`config.mk`:
```
export PLATFORM = sky130hd
export DESIGN_NAME = tiny16_mem_arbiter
export DESIGN_NICKNAME = d
export VERILOG_FILES = /design/src/rtl/tiny16_bus_pkg.sv /design/src/rtl/tiny16_rr_pick.sv /design/src/rtl/tiny16_mem_arbiter.sv
export SDC_FILE = /design/constraint.sdc
export NUM_CORES = 1
export LEC_CHECK = 0
export ABC_AREA = 1
export ABC_CLOCK_PERIOD_IN_PS = 1700
export CAP_MARGIN = 10
export CORE_MARGIN = 10
export CORE_UTILIZATION = 34
export CTS_CLUSTER_SIZE = 28
export DETAILED_ROUTE_END_ITERATION = 16
export HOLD_SLACK_MARGIN = 0.03
export PLACE_DENSITY = 0.76
export SYNTH_ARGS = -nofsm -noshare
export SYNTH_HDL_FRONTEND = slang
export SYNTH_SLANG_ARGS = --single-unit
```
`constraint.sdc`:
```
create_clock -name clk -period 1.7 [get_ports clk]
set_input_delay 0.17 -clock clk [delete_from_list [all_inputs] [get_ports clk]]
set_output_delay 0.17 -clock clk [all_outputs]
set_load 0.005 [all_outputs]
```
`src/rtl/tiny16_bus_pkg.sv`:
```
// Shared definitions for the tiny16 bus: data width, master indices and the
// access-sequencer state encoding.
package tiny16_bus_pkg;

  localparam int BUS_W    = 16;
  localparam int M_CORE   = 0;
  localparam int M_LOADER = 1;

  typedef enum logic [1:0] {
    ST_IDLE   = 2'd0,
    ST_ACCESS = 2'd1,
    ST_DONE   = 2'd2
  } state_e;

  // One-hot grant vector for a master index (bit 0 = core, bit 1 = loader).
  function automatic logic [1:0] idx_onehot(input logic idx);
    return idx ? 2'b10 : 2'b01;
  endfunction

endpackage

```
`src/rtl/tiny16_rr_pick.sv`:
```
// Two-way request picker: a lone requester always wins; a tie goes to the master
// that was not served last, or always to master 0 when fixed_prio is set.
module tiny16_rr_pick (
  input  logic [1:0] req,
  input  logic       last,
  input  logic       fixed_prio,
  output logic [1:0] grant
);

  always_comb begin
    grant = 2'b00;
    case (req)
      2'b01:   grant = 2'b01;
      2'b10:   grant = 2'b10;
      // last=1 means master 1 was served most recently, so master 0 is next.
      2'b11:   grant = (fixed_prio || last) ? 2'b01 : 2'b10;
      default: grant = 2'b00;
    endcase
  end

endmodule

```
`src/rtl/tiny16_mem_arbiter.sv`:
```
// Two-master arbiter for a single-port 16-bit SRAM with programmable wait states.
// Each access runs IDLE -> ACCESS (WAIT_STATES+1 cycles) -> DONE -> IDLE.
module tiny16_mem_arbiter
  import tiny16_bus_pkg::*;
#(
  parameter int unsigned WAIT_STATES = 0,
  parameter bit          FIXED_PRIO  = 1'b0
) (
  input  logic             clk,
  input  logic             reset,
  input  logic [BUS_W-1:0] m0_address,
  input  logic [BUS_W-1:0] m0_data_out,
  input  logic             m0_rd,
  input  logic             m0_wr,
  output logic [BUS_W-1:0] m0_data_in,
  output logic             m0_ready,
  input  logic [BUS_W-1:0] m1_address,
  input  logic [BUS_W-1:0] m1_data_out,
  input  logic             m1_rd,
  input  logic             m1_wr,
  output logic [BUS_W-1:0] m1_data_in,
  output logic             m1_ready,
  output logic [BUS_W-1:0] mem_address,
  output logic [BUS_W-1:0] mem_data_out,
  input  logic [BUS_W-1:0] mem_data_in,
  output logic             mem_rd,
  output logic             mem_wr,
  output logic [1:0]       grant,
  output logic             err
);

  localparam logic [3:0] WAIT_LOAD = 4'(WAIT_STATES);

  logic [1:0]            rd_n;
  logic [1:0]            wr_n;
  logic [1:0][BUS_W-1:0] addr_in;
  logic [1:0][BUS_W-1:0] wdata_in;
  logic [1:0]            req;
  logic [1:0]            both_low;
  logic [1:0]            pick_grant;
  logic                  pick_idx;
  logic                  owner_idx;

  state_e                state_q, state_d;
  logic [3:0]            wait_q, wait_d;
  logic [1:0]            grant_q, grant_d;
  logic                  last_q, last_d;
  logic [1:0]            done_q, done_d;
  logic [BUS_W-1:0]      mem_address_q, mem_address_d;
  logic [BUS_W-1:0]      mem_data_out_q, mem_data_out_d;
  logic                  mem_rd_q, mem_rd_d;
  logic                  mem_wr_q, mem_wr_d;
  logic [1:0][BUS_W-1:0] rdata_q, rdata_d;
  logic                  err_q, err_d;

  assign rd_n     = {m1_rd, m0_rd};
  assign wr_n     = {m1_wr, m0_wr};
  assign addr_in  = {m1_address, m0_address};
  assign wdata_in = {m1_data_out, m0_data_out};

  // Ready is the only combinational output: an idle master is never stalled.
  genvar gi;
  generate
    for (gi = 0; gi < 2; gi++) begin : g_master
      assign req[gi]      = ~rd_n[gi] | ~wr_n[gi];
      assign both_low[gi] = ~rd_n[gi] & ~wr_n[gi];
    end
  endgenerate

  assign m0_ready = ~req[M_CORE] | done_q[M_CORE];
  assign m1_ready = ~req[M_LOADER] | done_q[M_LOADER];

  tiny16_rr_pick u_pick (
    .req        (req),
    .last       (last_q),
    .fixed_prio (FIXED_PRIO),
    .grant      (pick_grant)
  );

  assign pick_idx  = pick_grant[M_LOADER];
  assign owner_idx = grant_q[M_LOADER];

  always_comb begin
    state_d        = state_q;
    wait_d         = wait_q;
    grant_d        = grant_q;
    last_d         = last_q;
    done_d         = done_q;
    mem_address_d  = mem_address_q;
    mem_data_out_d = mem_data_out_q;
    mem_rd_d       = mem_rd_q;
    mem_wr_d       = mem_wr_q;
    rdata_d        = rdata_q;
    err_d          = err_q;

    case (state_q)
      ST_IDLE: begin
        if (|both_low) begin
          err_d = 1'b1;
        end
        if (|req) begin
          state_d        = ST_ACCESS;
          grant_d        = idx_onehot(pick_idx);
          last_d         = pick_idx;
          mem_address_d  = addr_in[pick_idx];
          mem_data_out_d = wdata_in[pick_idx];
          wait_d         = WAIT_LOAD;
          // A conflicting rd+wr pair is resolved as a write.
          if (!wr_n[pick_idx]) begin
            mem_wr_d = 1'b0;
          end else begin
            mem_rd_d = 1'b0;
          end
        end
      end

      ST_ACCESS: begin
        if (wait_q == 4'd0) begin
          if (!mem_rd_q) begin
            rdata_d[owner_idx] = mem_data_in;
          end
          mem_rd_d = 1'b1;
          mem_wr_d = 1'b1;
          done_d   = grant_q;
          state_d  = ST_DONE;
        end else begin
          wait_d = wait_q - 4'd1;
        end
      end

      ST_DONE: begin
        done_d  = 2'b00;
        grant_d = 2'b00;
        state_d = ST_IDLE;
      end

      default: begin
        state_d  = ST_IDLE;
        mem_rd_d = 1'b1;
        mem_wr_d = 1'b1;
        done_d   = 2'b00;
        grant_d  = 2'b00;
      end
    endcase
  end

  always_ff @(posedge clk) begin
    if (!reset) begin
      state_q        <= ST_IDLE;
      wait_q         <= 4'd0;
      grant_q        <= 2'b00;
      last_q         <= 1'b1;
      done_q         <= 2'b00;
      mem_address_q  <= '0;
      mem_data_out_q <= '0;
      mem_rd_q       <= 1'b1;
      mem_wr_q       <= 1'b1;
      rdata_q        <= '0;
      err_q          <= 1'b0;
    end else begin
      state_q        <= state_d;
      wait_q         <= wait_d;
      grant_q        <= grant_d;
      last_q         <= last_d;
      done_q         <= done_d;
      mem_address_q  <= mem_address_d;
      mem_data_out_q <= mem_data_out_d;
      mem_rd_q       <= mem_rd_d;
      mem_wr_q       <= mem_wr_d;
      rdata_q        <= rdata_d;
      err_q          <= err_d;
    end
  end

  assign m0_data_in   = rdata_q[M_CORE];
  assign m1_data_in   = rdata_q[M_LOADER];
  assign mem_address  = mem_address_q;
  assign mem_data_out = mem_data_out_q;
  assign mem_rd       = mem_rd_q;
  assign mem_wr       = mem_wr_q;
  assign grant        = grant_q;
  assign err          = err_q;

endmodule
```
==> results of run 1 <==
==> worst min-delay path by stage <==
stage / startpoint / to / slack [ns] / cells past startpoint
2_1_floorplan: reset / state_q[1] / 0.36 / 2
3_3_place_gp: mem_wr / mem_wr / 0.44 / 2
3_5_place_dp: mem_data_out[9] / mem_data_out[9] / 0.46 / 2
4_1_cts: m0_data_out[15] / mem_data_out[15] / 0.44 / 5
5_1_grt: m0_data_out[3] / mem_data_out[3] / 0.48 / 5
6_report: m0_data_out[15] / mem_data_out[15] / 0.45 / 5
==> cell usage after synthesis <==
cell type    n
dfxtp_1     78
ha_1         2
nand3_1     70
o22ai_1      1
buf_2       16
inv_1       28
nand2_2      3
nor3_1       2
o21ai_0      1
nor2_1      41
buf_6        6
nor3_4       1
inv_2        1
o21ai_2      1
nand2_1    194
clkbuf_1    14
a21oi_1     72
or2_2        1
==> timing repair <==
item / 4_1_cts / 5_1_grt
endpoints found under the hold margin: 0 / 0
endpoints found under the setup margin: 0 / 33
buffers inserted: 0 / 1
gates resized for setup: 0 / 3
==> per-stage QoR <==
step	TNS [ns]	worst slack, ns	total power, mW	utilization (%)
3_5_place_dp	-0.178	-0.0350	5.33	51.3
5_1_grt	-0.0895	-0.0353	7.55	54.4
6_report	0	0.0795	7.04	54.4
2_1_floorplan	0	0.222	3.99	-
3_3_place_gp	0	0.0213	5.26	51.3
4_1_cts	0	0.0240	7.02	53.6
==> power groups by stage <==
stage	clock (mW)	combinational [mW]	sequential, mW
floorplan	0	1.54	2.45
global placement	0	2.82	2.44
detailed placement	0	2.87	2.46
CTS	1.71	2.89	2.42
global route	1.78	3.30	2.46
finish	1.66	2.95	2.42
==> cell families after synthesis <==
group	share of synthesized area (%)
AOI/OAI and AO/OA	10.7
DFF	43.9
and+or+nand+nor	36.1
adders and majority gates	0.703
buffers and inverters	8.68
==> sequential cells by signal (all words and copies together) (netlist names) <==
register,cells
state_q,2
err,1
last_q,1
mem_address,16
mem_data_out,16
m0_data_in,16
wait_q,4
done_q,2
mem_rd,1
m1_data_in,16
grant,2
mem_wr,1
==> cell type report <==
type,instances,area (µm²)
inverter,29,109
sequential,78,1560
multi-input combinational,389,1700
tap,136,170
clock buffer,10,128
fill,990,4690
timing repair buffer,178,1810
clock inverter,6,110
==> worst max-delay path: cells and delay by family <==
kind | cells | cell delay (ns)
buffers and inverters | 2 | 1.03
and+or+nand+nor | 2 | 0.24
==> layer usage <==
layer | global-route usage (%) | wire length [µm] | vias to the layer above | share of wire [%]
met2 | 26.4 | 5720 | 183 | 45
met4 | 3.17 | 93 | 0 | 0.73
met5 | 0 | 0 | - | 0
li1 | - | - | 2001 | -
met3 | 9.64 | 1840 | 9 | 15
met1 | 17.1 | 5010 | 1786 | 40
==> results.py, run 1 <==
metrics = {
    "sta": {
        "setup_viol": 0,
        "drv_slew": 0,
        "fin_crit_ns": 1.62,
        "rsz0062_at_grt": "yes",
        "max_slew_margin_pct": 38.7,
        "final_hold_viol_count": 0,
        "worstMarginPinSlew_ns": 0.919,
        "fmax_mhz": 617,
        "whs_ns": 0.455,
        "fin_crit_sh_pct": 95.3,
        "skew_ns": 0.00875,
    },
    "worst_setup_path": {
        "critPathMaxFanout": 7,
        "required_ns": 1.53,
        "crit_slowest_cell": "clkdlybuf4s50_1",
        "slowest_delay_ns": 0.53,
        "r2r_slack_ns": 0.09,
        "worstSetupEndpointType": "primary output",
        "r2r-start": "wait_q[0]",
        "crit_top_cell": "clkdlybuf4s50_1",
        "cp-start-kind": "input pin",
        "crit_path_end": "m1_ready",
        "path_cells": "clkdlybuf4s50_1 > nand2_2 > nand2_1 > clkdlybuf4s50_1",
        "worst_r2r_path_depth": 9,
        "cp.arrival_ns": 1.45,
        "crit_type": "input pin to primary output",
        "startpoint": "m1_wr",
        "r2r-end": "m1_data_in[12]",
    },
    "yosys": {
        "yosysTopAreaCellShare_pct": 43.9,
        "synth_seq_cells": 78,
        "yosys_warnings": 0,
        "synth_area_mm2": 0.00356,
        "yosys.area.top_type": "dfxtp_1",
        "ys_types": 18,
        "synth_area_leaders": "dfxtp_1, nand2_1, a21oi_1",
        "syn_inst": 532,
        "avgSynthCellArea_um2": 6.69,
        "yosysSeqAreaShare_pct": 43.9,
        "syn_nets": 620,
    },
    "power": {
        "internal_power_mw": 4.57,
        "p_switching_mw": 2.47,
        "p_leak_nw": 2.39,
        "clkPwrFrac_pct": 23.7,
        "seqPwrFrac_pct": 34.4,
        "p_sw_share_pct": 35.1,
        "powerDensity_mw_per_mm2": 1260,
        "p_comb_share_pct": 42.0,
        "ir_worst_vdd_v": 0.000641,
    },
    "clock_network": {
        "cts_tree": "yes",
        "cts.htree.levels": 3,
        "clkTransAtPathRegs_ns": 0.08,
        "root_buffer": "clkbuf_8",
        "cts_hold_buf": 0,
        "clkSinkCount": 78,
        "clockBufferDepth": 2,
        "clock_latency_ns": 0.35,
        "cts_buffers": 9,
    },
    "placed_design": {
        "placed_cells": 807,
        "finalWeightedCongestion": 0.911,
        "placed_cell_area_mm2": 0.00527,
        "dp_hpwl_mm": 9.41,
        "port_buffers": 156,
    },
    "floorplanning": {
        "ios": 157,
        "dieWidth_um": 122,
        "die_h_um": 122,
        "start_util_pct": 34.6,
        "core_area_mm2": 0.0103,
        "dieArea_mm2": 0.0150,
        "row_count": 37,
    },
    "hold_path": {
        "min_path_type": "input pin to flop",
    },
    "detailed_routing": {
        "drcViolationCount": 0,
        "firstDrtPassIters": 5,
        "wire_per_inst_um": 15.3,
        "ant_nets": 0,
        "drt_first_iter_violations": 221,
        "num_vias": 3979,
        "wirelength_mm": 12.7,
        "viasPerCell": 4.82,
    },
    "global_route": {
        "antenna_found_initial": 0,
        "grt_pass1_wl_mm": 19.3,
        "grt_use_total_pct": 15.9,
        "grt_max_degree": 65,
        "overflow": 0,
        "first_global_vias": 3883,
    },
    "final_layout": {
        "antenna_cells": 0,
        "post-route-cell-area_mm2": 0.00559,
        "final-instance-count-excl-fill": 826,
        "nNetsFinal": 773,
        "syn_to_final_growth_pct": 57.0,
        "layout-drive-gt1-share_pct": 6.81,
        "final_common_cell": "nand2_1",
        "layout_common_cells": "nand2_1, clkdlybuf4s50_1, dfxtp_1",
    },
    "outcome": {
        "status": "finished clean",
    },
    "job": {
        "max_cap_violations": 0,
    },
}
Note: power is estimated with default switching activity, not from simulation.
==> inputs of run 2 (changes only) <==
- ABC_CLOCK_PERIOD_IN_PS: 1700 -> 1300
- CTS_BUF_LIST: unset -> sky130_fd_sc_hd__clkbuf_8
- PLACE_DENSITY: 0.76 -> 0.79
- TNS_END_PERCENT: unset -> 30
- clock period: 1.7 -> 1.3 ns (I/O delays scaled with it)
==> run 2 against run 1 <==
  * The flow now finishes with violations (setup timing)
  * Die area stayed put
  * Via count up 3.2%
  * Global-route usage grew 0.45 points
  * Sequential share of layout area down 0.99 points
  * Non-clock buffer count grew 21
  * Power is 30% higher
  * Core utilization up 2.4 points
  * Critical endpoint is now m1_data_in[0]
  * Largest power group unchanged
==> results.py, run 2 (synthesis results as in run 1) <==
metrics = {
    "outcome": {
        "status": "finished, violations left",
        "violations": "setup timing",
    },
    "final_layout": {
        "final_common_cell": "nand2_1",
        "ff_latch_area_mm2": 0.00157,
        "multi_input_area_mm2": 0.00182,
        "layout_common_cells": "nand2_1, clkdlybuf4s50_1, a21oi_1",
        "num-fill-cells": 981,
        "post-route-cell-area_mm2": 0.00583,
        "nNetsFinal": 794,
        "syn_to_final_growth_pct": 63.8,
        "layout-drive-gt1-share_pct": 14.2,
        "antenna_cells": 0,
    },
    "clock_network": {
        "clockBufferDepth": 2,
        "cts_buffers": 9,
        "cts.htree.levels": 3,
        "clock_latency_ns": 0.35,
        "clkSinkCount": 78,
        "cts_tree": "yes",
        "cts_hold_buf": 0,
        "clkTransAtPathRegs_ns": 0.09,
        "root_buffer": "clkbuf_8",
    },
    "sta": {
        "setup_viol": 33,
        "final_hold_viol_count": 0,
        "fmax_mhz": 686,
        "rsz0062_at_grt": "yes",
        "fin_crit_ns": 1.46,
        "max_slew_margin_pct": 81.1,
        "drv_slew": 0,
        "tns_ns": -4.00,
        "fin_crit_sh_pct": 112,
        "skew_ns": 0.0131,
        "timing.final.ws_setup_ns": -0.158,
        "worstMarginPinSlew_ns": 0.281,
    },
    "job": {
        "max_cap_violations": 0,
    },
    "worst_setup_path": {
        "r2r_slack_ns": -0.16,
        "cp-start-kind": "flop",
        "worst_r2r_path_depth": 9,
        "crit_type": "flop to flop",
        "r2r-end": "m1_data_in[0]",
        "crit_path_end": "m1_data_in[0]",
        "required_ns": 1.55,
        "worstSetupEndpointType": "flop",
        "cp.arrival_ns": 1.71,
        "startpoint": "wait_q[0]",
        "r2r-start": "wait_q[0]",
        "critPathMaxFanout": 8,
    },
    "floorplanning": {
        "die_h_um": 122,
        "dieArea_mm2": 0.0150,
        "ios": 157,
        "dieWidth_um": 122,
        "core_area_mm2": 0.0103,
        "start_util_pct": 34.6,
        "row_count": 37,
    },
    "global_route": {
        "grt_use_total_pct": 16.3,
        "first_global_vias": 4022,
        "antenna_found_initial": 0,
        "grt_pass1_wl_mm": 19.8,
        "grt_max_degree": 33,
        "overflow": 0,
    },
    "detailed_routing": {
        "wire_per_inst_um": 15.5,
        "ant_nets": 0,
        "firstDrtPassIters": 4,
        "num_vias": 4105,
        "drt_first_iter_violations": 214,
        "viasPerCell": 4.85,
        "drcViolationCount": 0,
        "wirelength_mm": 13.1,
    },
    "hold_path": {
        "min_path_type": "input pin to flop",
        "hp-start": "m0_address[9]",
    },
    "placed_design": {
        "port_buffers": 156,
        "dp_hpwl_mm": 9.36,
        "placed_cell_area_mm2": 0.00544,
        "finalWeightedCongestion": 0.883,
    },
    "power": {
        "powerDensity_mw_per_mm2": 1570,
        "p_leak_nw": 2.82,
        "finalPower_mw": 9.17,
        "ir_worst_vdd_v": 0.000845,
    },
}
==> run 2: cell count changes in the layout (fill, tap and decap cells not counted), sizes merged <==
cell and change:
clkinv +3, clkinvlp -2, bufinv -2, dlygate4sd2 +70
clkdlybuf4s15 +1, inv +2, buf +21, clkbuf -1
clkdlybuf4s50 -71
==> run 2: cell type report <==
| class | count | area share (%) |
|---|---|---|
| clock inverters | 7 | 1.27 |
| repair buffers | 199 | 33.6 |
| multi-input cells | 389 | 31.3 |
| clock buffers | 9 | 2.12 |
| flip-flops and latches | 78 | 27.0 |
| well taps | 136 | 2.92 |
| inverters | 29 | 1.87 |
==> run 2: how the worst min path moves through the flow <==
stage / end / cells past startpoint / slack (ns)
after detailed placement: mem_address[0] / 2 / 0.46
after floorplan: state_q[1] / 2 / 0.31
final: mem_address[9] / 5 / 0.42
after global placement: mem_address[8] / 2 / 0.45
after CTS: mem_address[9] / 5 / 0.40
after global routing: mem_address[9] / 5 / 0.44
==> run 2: power breakdown <==
part | internal [mW] | switching (mW) | total (mW) | leakage (nW)
registers | 2.89 | 0.281 | 3.17 | 0.640
logic | 1.94 | 2.22 | 4.16 | 2.07
clock network | 0.894 | 0.939 | 1.83 | 0.105
total | 5.72 | 3.44 | 9.17 | 2.82
==> run 2: timing repair <==
item / 4_1_cts / 5_1_grt
setup endpoints to repair: 110 / 71
buffers inserted: 2 / 1
cloned: 2 / 3
pin swaps: 1 / 6
resized for setup: 85 / 26
==> run 2: per-stage QoR <==
step / instances / worst slack [ns] / hold WS [ns] / utilization, %
2_1_floorplan: 532 / -0.124 / 0.314 / -
3_3_place_gp: 823 / -0.277 / 0.451 / 53.0
3_5_place_dp: 823 / -0.326 / 0.457 / 53.0
4_1_cts: 843 / -0.118 / 0.401 / 55.0
5_1_grt: 847 / -0.222 / 0.441 / 56.7
6_report: 847 / -0.158 / 0.419 / 56.7
==> run 2: critical path, stage by stage (launching register included) <==
cell,delay [ns]
dfxtp_2,0.33
inv_2,0.07
ha_4,0.14
nand3_4,0.08
nor3_4,0.21
buf_6,0.17
buf_12,0.14
nand3_2,0.08
nand2_1,0.08
nor2_1,0.05
==> run 2: layer usage <==
metal  global-route usage (%)  vias up  wire (µm)
met2                     26.6      170       5940
met3                     7.39       17       1570
met4                     5.15        0        177
li1                         -     2042          -
met1                     18.8     1876       5450
met5                        0        -          0
==> inputs of run 3 (changes only) <==
- ABC_CLOCK_PERIOD_IN_PS: 1300 -> 1200
- CORE_MARGIN: 10 -> 1
- GPL_TIMING_DRIVEN: unset -> 0
- clock period: 1.3 -> 1.2 ns (I/O delays scaled with it)
==> run 3 against run 2 <==
  * The flow still finishes with violations (setup timing)
  * Sequential share of layout area grew 0.44 points
  * Global-route usage rose by 5.9 points
  * Sequential power up 11%
  * Sequential cell count did not move
  * Critical endpoint is now m0_data_in[6]
==> results.py, run 3 (synthesis results as in run 1) <==
metrics = {
    "outcome": {
        "status": "finished, violations left",
        "violations": "setup timing",
    },
    "detailed_routing": {
        "firstDrtPassIters": 4,
        "drcViolationCount": 0,
        "num_vias": 4181,
        "viasPerCell": 4.91,
        "ant_nets": 0,
        "wirelength_mm": 12.3,
        "wire_per_inst_um": 14.4,
        "drt_first_iter_violations": 228,
    },
    "sta": {
        "drv_slew": 0,
        "fin_crit_sh_pct": 120,
        "skew_ns": 0.0102,
        "fmax_mhz": 692,
        "tns_ns": -7.40,
        "fin_crit_ns": 1.45,
        "setup_viol": 52,
        "final_hold_viol_count": 0,
        "timing.final.ws_setup_ns": -0.246,
        "worstMarginPinSlew_ns": 0.471,
        "max_slew_margin_pct": 68.6,
        "rsz0062_at_grt": "yes",
    },
    "placed_design": {
        "pre_cts_slack_ns": -0.743,
        "placed_cell_area_mm2": 0.00532,
        "finalWeightedCongestion": 0.889,
        "port_buffers": 156,
        "dp_hpwl_mm": 8.82,
    },
    "final_layout": {
        "layout_common_cells": "nand2_1, clkdlybuf4s50_1, dlygate4sd2_1",
        "layout-drive-gt1-share_pct": 19.2,
        "nNetsFinal": 800,
        "final_common_cell": "nand2_1",
        "post-route-cell-area_mm2": 0.00589,
        "num-fill-cells": 910,
        "final_util_pct": 59.2,
        "syn_to_final_growth_pct": 65.6,
    },
    "hold_path": {
        "hp-start": "m1_rd",
        "whs_path_depth": 4,
        "min_path_type": "input pin to flop",
    },
    "job": {
        "max_cap_violations": 0,
    },
    "global_route": {
        "first_global_vias": 4102,
        "antenna_found_initial": 1,
        "grt_use_total_pct": 22.3,
        "overflow": 0,
        "grt_max_degree": 16,
        "grt_pass1_wl_mm": 19.6,
    },
    "worst_setup_path": {
        "worst_r2r_path_depth": 9,
        "cp.arrival_ns": 1.70,
        "r2r-start": "wait_q[1]",
        "worstSetupEndpointType": "flop",
        "startpoint": "wait_q[1]",
        "cp-start-kind": "flop",
        "critPathMaxFanout": 7,
        "crit_type": "flop to flop",
        "required_ns": 1.45,
    },
    "floorplanning": {
        "start_util_pct": 35.8,
        "ios": 157,
        "core_area_mm2": 0.00995,
        "die_h_um": 104,
        "dieWidth_um": 104,
        "row_count": 36,
        "dieArea_mm2": 0.0109,
    },
    "power": {
        "p_comb_share_pct": 45.4,
        "p_switching_mw": 3.95,
        "ir_worst_vdd_v": 0.000750,
        "powerDensity_mw_per_mm2": 1730,
        "seqPwrFrac_pct": 34.3,
        "p_leak_nw": 2.86,
        "p_sw_share_pct": 38.7,
        "finalPower_mw": 10.2,
        "clkPwrFrac_pct": 20.3,
        "internal_power_mw": 6.26,
    },
    "clock_network": {
        "clkTransAtPathRegs_ns": 0.10,
        "cts_buffers": 9,
        "cts.htree.levels": 3,
        "root_buffer": "clkbuf_8",
        "cts_tree": "yes",
        "clkSinkCount": 78,
        "clock_latency_ns": 0.36,
        "clockBufferDepth": 2,
    },
}
## run 3: cell count changes in the layout (fill, tap and decap cells not counted), sizes merged
cell | previous run | this run
clkbuf | 11 | 25
buf | 41 | 35
clkdlybuf4s50 | 85 | 81
clkinv | 4 | 1
clkinvlp | 0 | 2
diode | 0 | 1
dlygate4sd2 | 70 | 71
dlymetal6s2s | 0 | 1
inv | 31 | 32
## run 3: path summary, 6_finish.rpt
| kind | to | slack, ns |
|---|---|---|
| setup / recovery | m0_data_in[6] | -0.25 |
| hold / removal | err | 0.23 |
| setup reg to reg | m0_data_in[6] | -0.25 |
| hold reg to reg | mem_address[6] | 0.46 |
## run 3: layout make-up
| type | instances | area, µm² | share of cell area, % |
|---|---|---|---|
| Buffer | 36 | 290 | 4.93 |
| Multi-Input combinational cell | 389 | 1850 | 31.4 |
| Antenna cell | 1 | 2.50 | 0.0425 |
| Tap cell | 133 | 166 | 2.82 |
| Clock buffer | 9 | 124 | 2.10 |
| Clock inverter | 7 | 80.1 | 1.36 |
| Inverter | 29 | 111 | 1.89 |
| Sequential cell | 78 | 1620 | 27.4 |
| Timing Repair Buffer | 169 | 1650 | 28.0 |
## run 3: per-layer routing
layer | part of all wire (%) | track usage [%]
met4 | 3.6 | 12.0
met3 | 6.3 | 4.45
met1 | 42 | 25.9
met5 | 0 | 0
met2 | 48 | 38.2
## run 3: power groups by stage
stage / sequential, mW / combinational [mW] / clock, mW
after floorplan: 3.48 / 2.27 / 0
after global placement: 3.47 / 3.96 / 0
after detailed placement: 3.50 / 4.10 / 0
after CTS: 3.48 / 4.46 / 2.09
after global routing: 3.57 / 5.05 / 2.22
final: 3.51 / 4.64 / 2.07
## run 3: worst max-delay path, cell delays in order (launching register included)
cell and delay, ns:
dfxtp_2 0.33, inv_2 0.07, ha_4 0.14, nand3_4 0.07
nor3_4 0.19, buf_12 0.19, buf_8 0.13, nand3_2 0.08
nand2_1 0.08, nor2_1 0.06
## run 3: per-stage QoR
| step | cells | hold slack, ns |
|---|---|---|
| after CTS | 849 | 0.306 |
| after global routing | 851 | 0.239 |
| final | 851 | 0.233 |
| after detailed placement | 821 | 0.454 |
| after global placement | 821 | 0.440 |
| after floorplan | 532 | 0.304 |
## run 3: timing repair
action | CTS | global route
cloned | 3 | 0
hold buffers | 0 | 0
pin swaps | 11 | 7
resized for setup | 165 | 25
setup buffers | 9 | 1
endpoints found under the setup margin | 148 | 75
